--- config.mk ---
export PLATFORM = sky130hd
export DESIGN_NAME = mod_counter
export DESIGN_NICKNAME = d
export VERILOG_FILES = /design/src/rtl/mod_counter.sv
export SDC_FILE = /design/constraint.sdc
export NUM_CORES = 1
export LEC_CHECK = 0
export CORE_AREA = 2 2 39 41
export CTS_BUF_LIST = sky130_fd_sc_hd__clkbuf_4 sky130_fd_sc_hd__clkbuf_8
export DETAILED_ROUTE_END_ITERATION = 10
export DIE_AREA = 0 0 41 43
export GPL_ROUTABILITY_DRIVEN = 0
export SYNTH_ARGS = -nofsm -noshare
export SYNTH_HDL_FRONTEND = slang
export SYNTH_SLANG_ARGS = --single-unit
--- constraint.sdc ---
create_clock -name clk -period 1.9 [get_ports clk]
set_input_delay 0.19 -clock clk [delete_from_list [all_inputs] [get_ports clk]]
set_output_delay 0.19 -clock clk [all_outputs]
set_load 0.03 [all_outputs]
--- src/rtl/mod_counter.sv ---
// -----------------------------------------------------------------------------
// mod_counter -- parametrised modulo-N up/down counter.
//
// Counts over 0..MODULO-1 in either direction, with a synchronous clamped load,
// wrap or saturate behaviour at the ends, a combinational terminal-count pulse
// and a registered half-period square output.
//
// Optional feature (macro MOD_COUNTER_PRESCALE_EN): an internal prescaler counts
// enabled cycles and only every PRESCALE-th enabled cycle becomes a count step.
// With the macro undefined every enabled cycle is a step and PRESCALE is unused.
//
// Parameters:
//   WIDTH    counter width in bits (1..32)
//   MODULO   count range 0..MODULO-1 (2..2**WIDTH)
//   SATURATE 0 = wrap at the ends, 1 = hold at the ends
//   PRESCALE enabled cycles per step (1..256), prescaler build only
//
// Ports:
//   clk       rising-edge clock
//   rst_n     synchronous active-low reset
//   en        count enable
//   up        direction, 1 = increment, 0 = decrement
//   load      synchronous load strobe (beats a step in the same cycle)
//   load_val  load value, clamped to MODULO-1
//   cnt       current count (registered)
//   tc        terminal-count pulse, high in the cycle whose edge wraps/holds
//   out_p     registered, high while cnt >= MODULO/2
// -----------------------------------------------------------------------------
module mod_counter #(
  parameter int     WIDTH    = 4,
  parameter longint MODULO   = 16,
  parameter int     SATURATE = 0,
  parameter int     PRESCALE = 4
) (
  input  logic             clk,
  input  logic             rst_n,
  input  logic             en,
  input  logic             up,
  input  logic             load,
  input  logic [WIDTH-1:0] load_val,
  output logic [WIDTH-1:0] cnt,
  output logic             tc,
  output logic             out_p
);

  // Elaboration-time legality check of the parameter set.
  if (WIDTH < 1 || WIDTH > 32 || MODULO < 2 || MODULO > (longint'(1) << WIDTH) ||
      PRESCALE < 1 || PRESCALE > 256) begin : g_bad_param
    $error("mod_counter: illegal parameter combination");
  end

  localparam logic [WIDTH-1:0] MAX_VAL  = WIDTH'(MODULO - 1);
  localparam logic [WIDTH-1:0] HALF_VAL = WIDTH'(MODULO / 2);

  logic [WIDTH-1:0] r_cnt;
  logic             r_out_p;
  logic [WIDTH-1:0] w_cnt_nxt;
  logic [WIDTH-1:0] w_load_clamped;
  logic             w_step;
  logic             w_at_top;
  logic             w_at_bot;
  logic             w_at_end;

`ifdef MOD_COUNTER_PRESCALE_EN
  // Prescaler needs at least one bit even when PRESCALE=1; it then sits at 0,
  // which equals PS_MAX, so every enabled cycle steps.
  localparam int              PS_W   = (PRESCALE > 1) ? $clog2(PRESCALE) : 1;
  localparam logic [PS_W-1:0] PS_MAX = PS_W'(PRESCALE - 1);

  logic [PS_W-1:0] r_ps;

  assign w_step = en & (r_ps == PS_MAX);

  always_ff @(posedge clk) begin
    if (!rst_n || load) begin
      r_ps <= '0;
    end else if (en) begin
      r_ps <= (r_ps == PS_MAX) ? '0 : r_ps + 1'b1;
    end
  end
`else
  assign w_step = en;
`endif

  assign w_at_top = (r_cnt == MAX_VAL);
  assign w_at_bot = (r_cnt == '0);
  assign w_at_end = up ? w_at_top : w_at_bot;

  // Terminal count: only a real step (not a load, not in reset) at the end
  // value in the current direction.
  assign tc = w_step & ~load & rst_n & w_at_end;

  // Comparison done in 64 bits so no compare collapses to a constant when
  // MODULO == 2**WIDTH.
  assign w_load_clamped = (longint'(load_val) > MODULO - 1) ? MAX_VAL : load_val;

  // NOTE: every path of a combinational block must assign its outputs; the
  // leading default keeps this block free of inferred latches.
  always_comb begin
    w_cnt_nxt = r_cnt;
    if (load) begin
      w_cnt_nxt = w_load_clamped;
    end else if (w_step) begin
      if (up) begin
        if (!w_at_top)          w_cnt_nxt = r_cnt + 1'b1;
        else if (SATURATE == 0) w_cnt_nxt = '0;
      end else begin
        if (!w_at_bot)          w_cnt_nxt = r_cnt - 1'b1;
        else if (SATURATE == 0) w_cnt_nxt = MAX_VAL;
      end
    end
  end

  // NOTE: state registers use non-blocking assignments so every flop samples
  // values from before the edge regardless of block evaluation order.
  always_ff @(posedge clk) begin
    if (!rst_n) begin
      r_cnt   <= '0;
      r_out_p <= 1'b0;
    end else begin
      r_cnt   <= w_cnt_nxt;
      // Derived from the next state so out_p lines up with cnt.
      r_out_p <= (w_cnt_nxt >= HALF_VAL);
    end
  end

  assign cnt   = r_cnt;
  assign out_p = r_out_p;

`ifdef FORMAL
  a_cnt_range : assert property (@(posedge clk) r_cnt <= MAX_VAL);
  a_out_p_rise : assert property (@(posedge clk) $rose(r_out_p) |-> (r_cnt >= HALF_VAL));
  a_tc_end : assert property (@(posedge clk) tc |-> (w_at_top || w_at_bot));
`endif

endmodule

==> results.py <==
metrics = {
    "run_status": {
        "outcome": "completed",
    },
    "pwr": {
        "p_per_area_nw_per_um2": 701.2,
        "design_power_total_mw": 0.3939,
        "p_leak_nw": 0.2281,
        "ir_worst_vdd_mv": 0.2643,
    },
    "route": {
        "postRouteAntennaNets": 0,
        "wl_um": 856,
        "first_iter_violations": 1,
        "vias": 385,
        "wl_per_cell_um": 10.84,
        "drc_errors": 0,
        "drt-pass1-iter-count": 4,
        "via_per_inst": 4.873,
    },
    "cts": {
        "cts_resized": 0,
        "cts_tree": "yes",
        "cts_root_buffer": "clkbuf_4",
        "clock_sinks": 5,
        "clkLatencyLatePin_ns": 0.24,
        "cts_max_path_buffers": 2,
        "cts_setup_buffers": 0,
        "path_clk_slew_ns": 0.04,
        "cts_buffers": 3,
        "h-tree-depth": 1,
        "ctsHoldBuffers": 0,
    },
    "sta": {
        "skew_ns": 0.002446,
        "hold_viol": 0,
        "final_max_slew_viol_count": 0,
        "timing.final.crit_share_pct": 88.93,
        "finalCriticalPeriod_ns": 1.690,
        "worst_pin_slew_ns": 0.3039,
        "relSlewSlack_pct": 79.68,
        "fmax_mhz": 591.8,
        "rsz0062_at_grt": "false",
        "setup_viol": 0,
        "tns_ns": 0,
    },
    "layout": {
        "seqCellArea_sq_um": 100.1,
        "multi_input_area_sq_um": 262.8,
        "antennaDiodeCount": 0,
        "layout-drive-gt1-share_pct": 11.11,
        "nets": 75,
        "area_growth_pct": 42.09,
        "fillers": 150,
        "final_util_pct": 40.60,
    },
    "synthesis": {
        "syn_area_sq_um": 395.4,
        "yosysWarnings": 0,
        "synth-seq-cells": 5,
        "syn_nets": 59,
        "yosysSeqAreaShare_pct": 25.32,
        "synthFlopType": "dfxtp_1",
        "avgSynthCellArea_sq_um": 8.237,
        "synth_commonest_cells": "5 x dfxtp_1, 4 x nand2_1, 4 x o21ai_0",
        "yosysTopAreaCell": "dfxtp_1",
        "synthDominantCellAreaShare_pct": 25.32,
        "synth.most_common_cell": "dfxtp_1",
        "synthArstFlopShare_pct": 0,
        "synth_area_leaders": "dfxtp_1 25%, a2bb2oi_1 6.6%, ha_1 6.3%",
        "syn_inst": 48,
        "synth_edf_count": 0,
        "yosysUniqueCellTypes": 28,
    },
    "setup_path": {
        "cp.arrival_ns": 1.50,
        "worst_setup_path_end_kind": "output port",
        "crit_required_ns": 1.71,
        "crit_chain": "ha_1 -> nand4_1 -> a21oi_1 -> buf_4",
        "cp_slowest_cell": "dfxtp_1",
        "critical_path.max_stage_delay_ns": 0.49,
        "path_buf_inv": 1,
        "cp-start-kind": "flop",
        "crit_type": "flop to output port",
        "cp_max_fo": 9,
        "crit_family": "flip-flops",
    },
    "floorplan": {
        "die_area_sq_um": 1763,
        "row_count": 14,
        "coreArea_sq_um": 1384,
        "initial_core_util_pct": 28.57,
        "dieHeight_um": 43,
        "ios": 15,
        "die_w_um": 41,
    },
    "global_routing": {
        "grt_max_degree": 10,
        "antenna_found_initial": 0,
        "grt_pass1_vias": 352,
        "grt.total_usage_pct": 12.95,
        "grt_overflow": 0,
        "grt_pass1_wl_mm": 1.504,
    },
    "place": {
        "dpl.hpwl_um": 655.5,
        "portBuffers": 14,
    },
    "hold_path": {
        "min-delay-path-class": "input pin to flop",
    },
    "job": {
        "max_cap_violations": 0,
    },
}
[power breakdown]
part | leakage [nW] | switching [mW] | internal [mW]
combinational | 0.168 | 0.0585 | 0.0658
clock | 0.0184 | 0.0433 | 0.0936
sequential | 0.0415 | 0.0175 | 0.115
total | 0.228 | 0.119 | 0.275
[path summary, 6_finish.rpt]
kind | end | depth (start not counted) | start | slack, ns
worst max-delay path | tc | 4 | cnt[0]$_SDFF_PN0_ | 0.21
worst min-delay path | cnt[2]$_SDFF_PN0_ | 3 | load_val[2] | 0.60
worst max register to register | cnt[2]$_SDFF_PN0_ | 6 | cnt[0]$_SDFF_PN0_ | 0.38
worst min register to register | cnt[0]$_SDFF_PN0_ | 2 | cnt[0]$_SDFF_PN0_ | 0.70
[cell families after synthesis]
| kind of cell | synth area share, % |
|---|---|
| and+or+nand+nor | 20.89 |
| muxes | 7.911 |
| adders and majority gates | 6.328 |
| xor gates and xnor gates | 4.431 |
| buffers and inverters | 8.228 |
| DFF | 25.32 |
| AOI/OAI and AO/OA | 26.90 |
[registers in the layout, summed over array words and instances, names as in the netlist]
register	flops
cnt	4
out_p	1
[layout make-up]
type                       count  area share [%]
multi-input combinational     37           46.77
tap                           16           3.563
inverter                       3           2.004
timing repair buffer          14           24.50
sequential                     5           17.82
clock buffer                   4           5.345
[tightest hold or removal path, stage by stage]
cell and delay (ns):
clkdlybuf4s50_1 0.39, o21ai_0 0.16, a21oi_1 0.04
[through the flow]
| stage | instances | hold slack [ns] | cell area [sq um] | setup WS, ns |
|---|---|---|---|---|
| global placement | 75 | 0.6771 | 531.8 | 0.3204 |
| finish | 79 | 0.5958 | 561.8 | 0.2103 |
| global route | 79 | 0.6419 | 561.8 | 0.1225 |
| floorplan | 48 | 0.3117 | 395.4 | 0.1980 |
| detailed placement | 75 | 0.6806 | 531.8 | 0.3097 |
| CTS | 79 | 0.5949 | 561.8 | 0.2052 |
[placed cells by master, fill, tap and decap left out, types with 2 or more instances in the layout]
cell and n:
clkdlybuf4s50_1 13, dfxtp_1 5, nand2_1 4, o21ai_0 4, clkbuf_4 4, inv_1 3, a2bb2oi_1 3, a21oi_1 2
mux2i_1 2, a31oi_1 2, nand3_1 2, ha_1 2
[metal layers]
metal	up-vias	wire length [um]	track usage (%)
met5	-	0	0
met4	0	30	12.00
met3	3	39	3.141
met2	14	377	17.19
met1	165	409	16.08
li1	203	-	-
No activity file was read; power rests on OpenSTA's default activity.
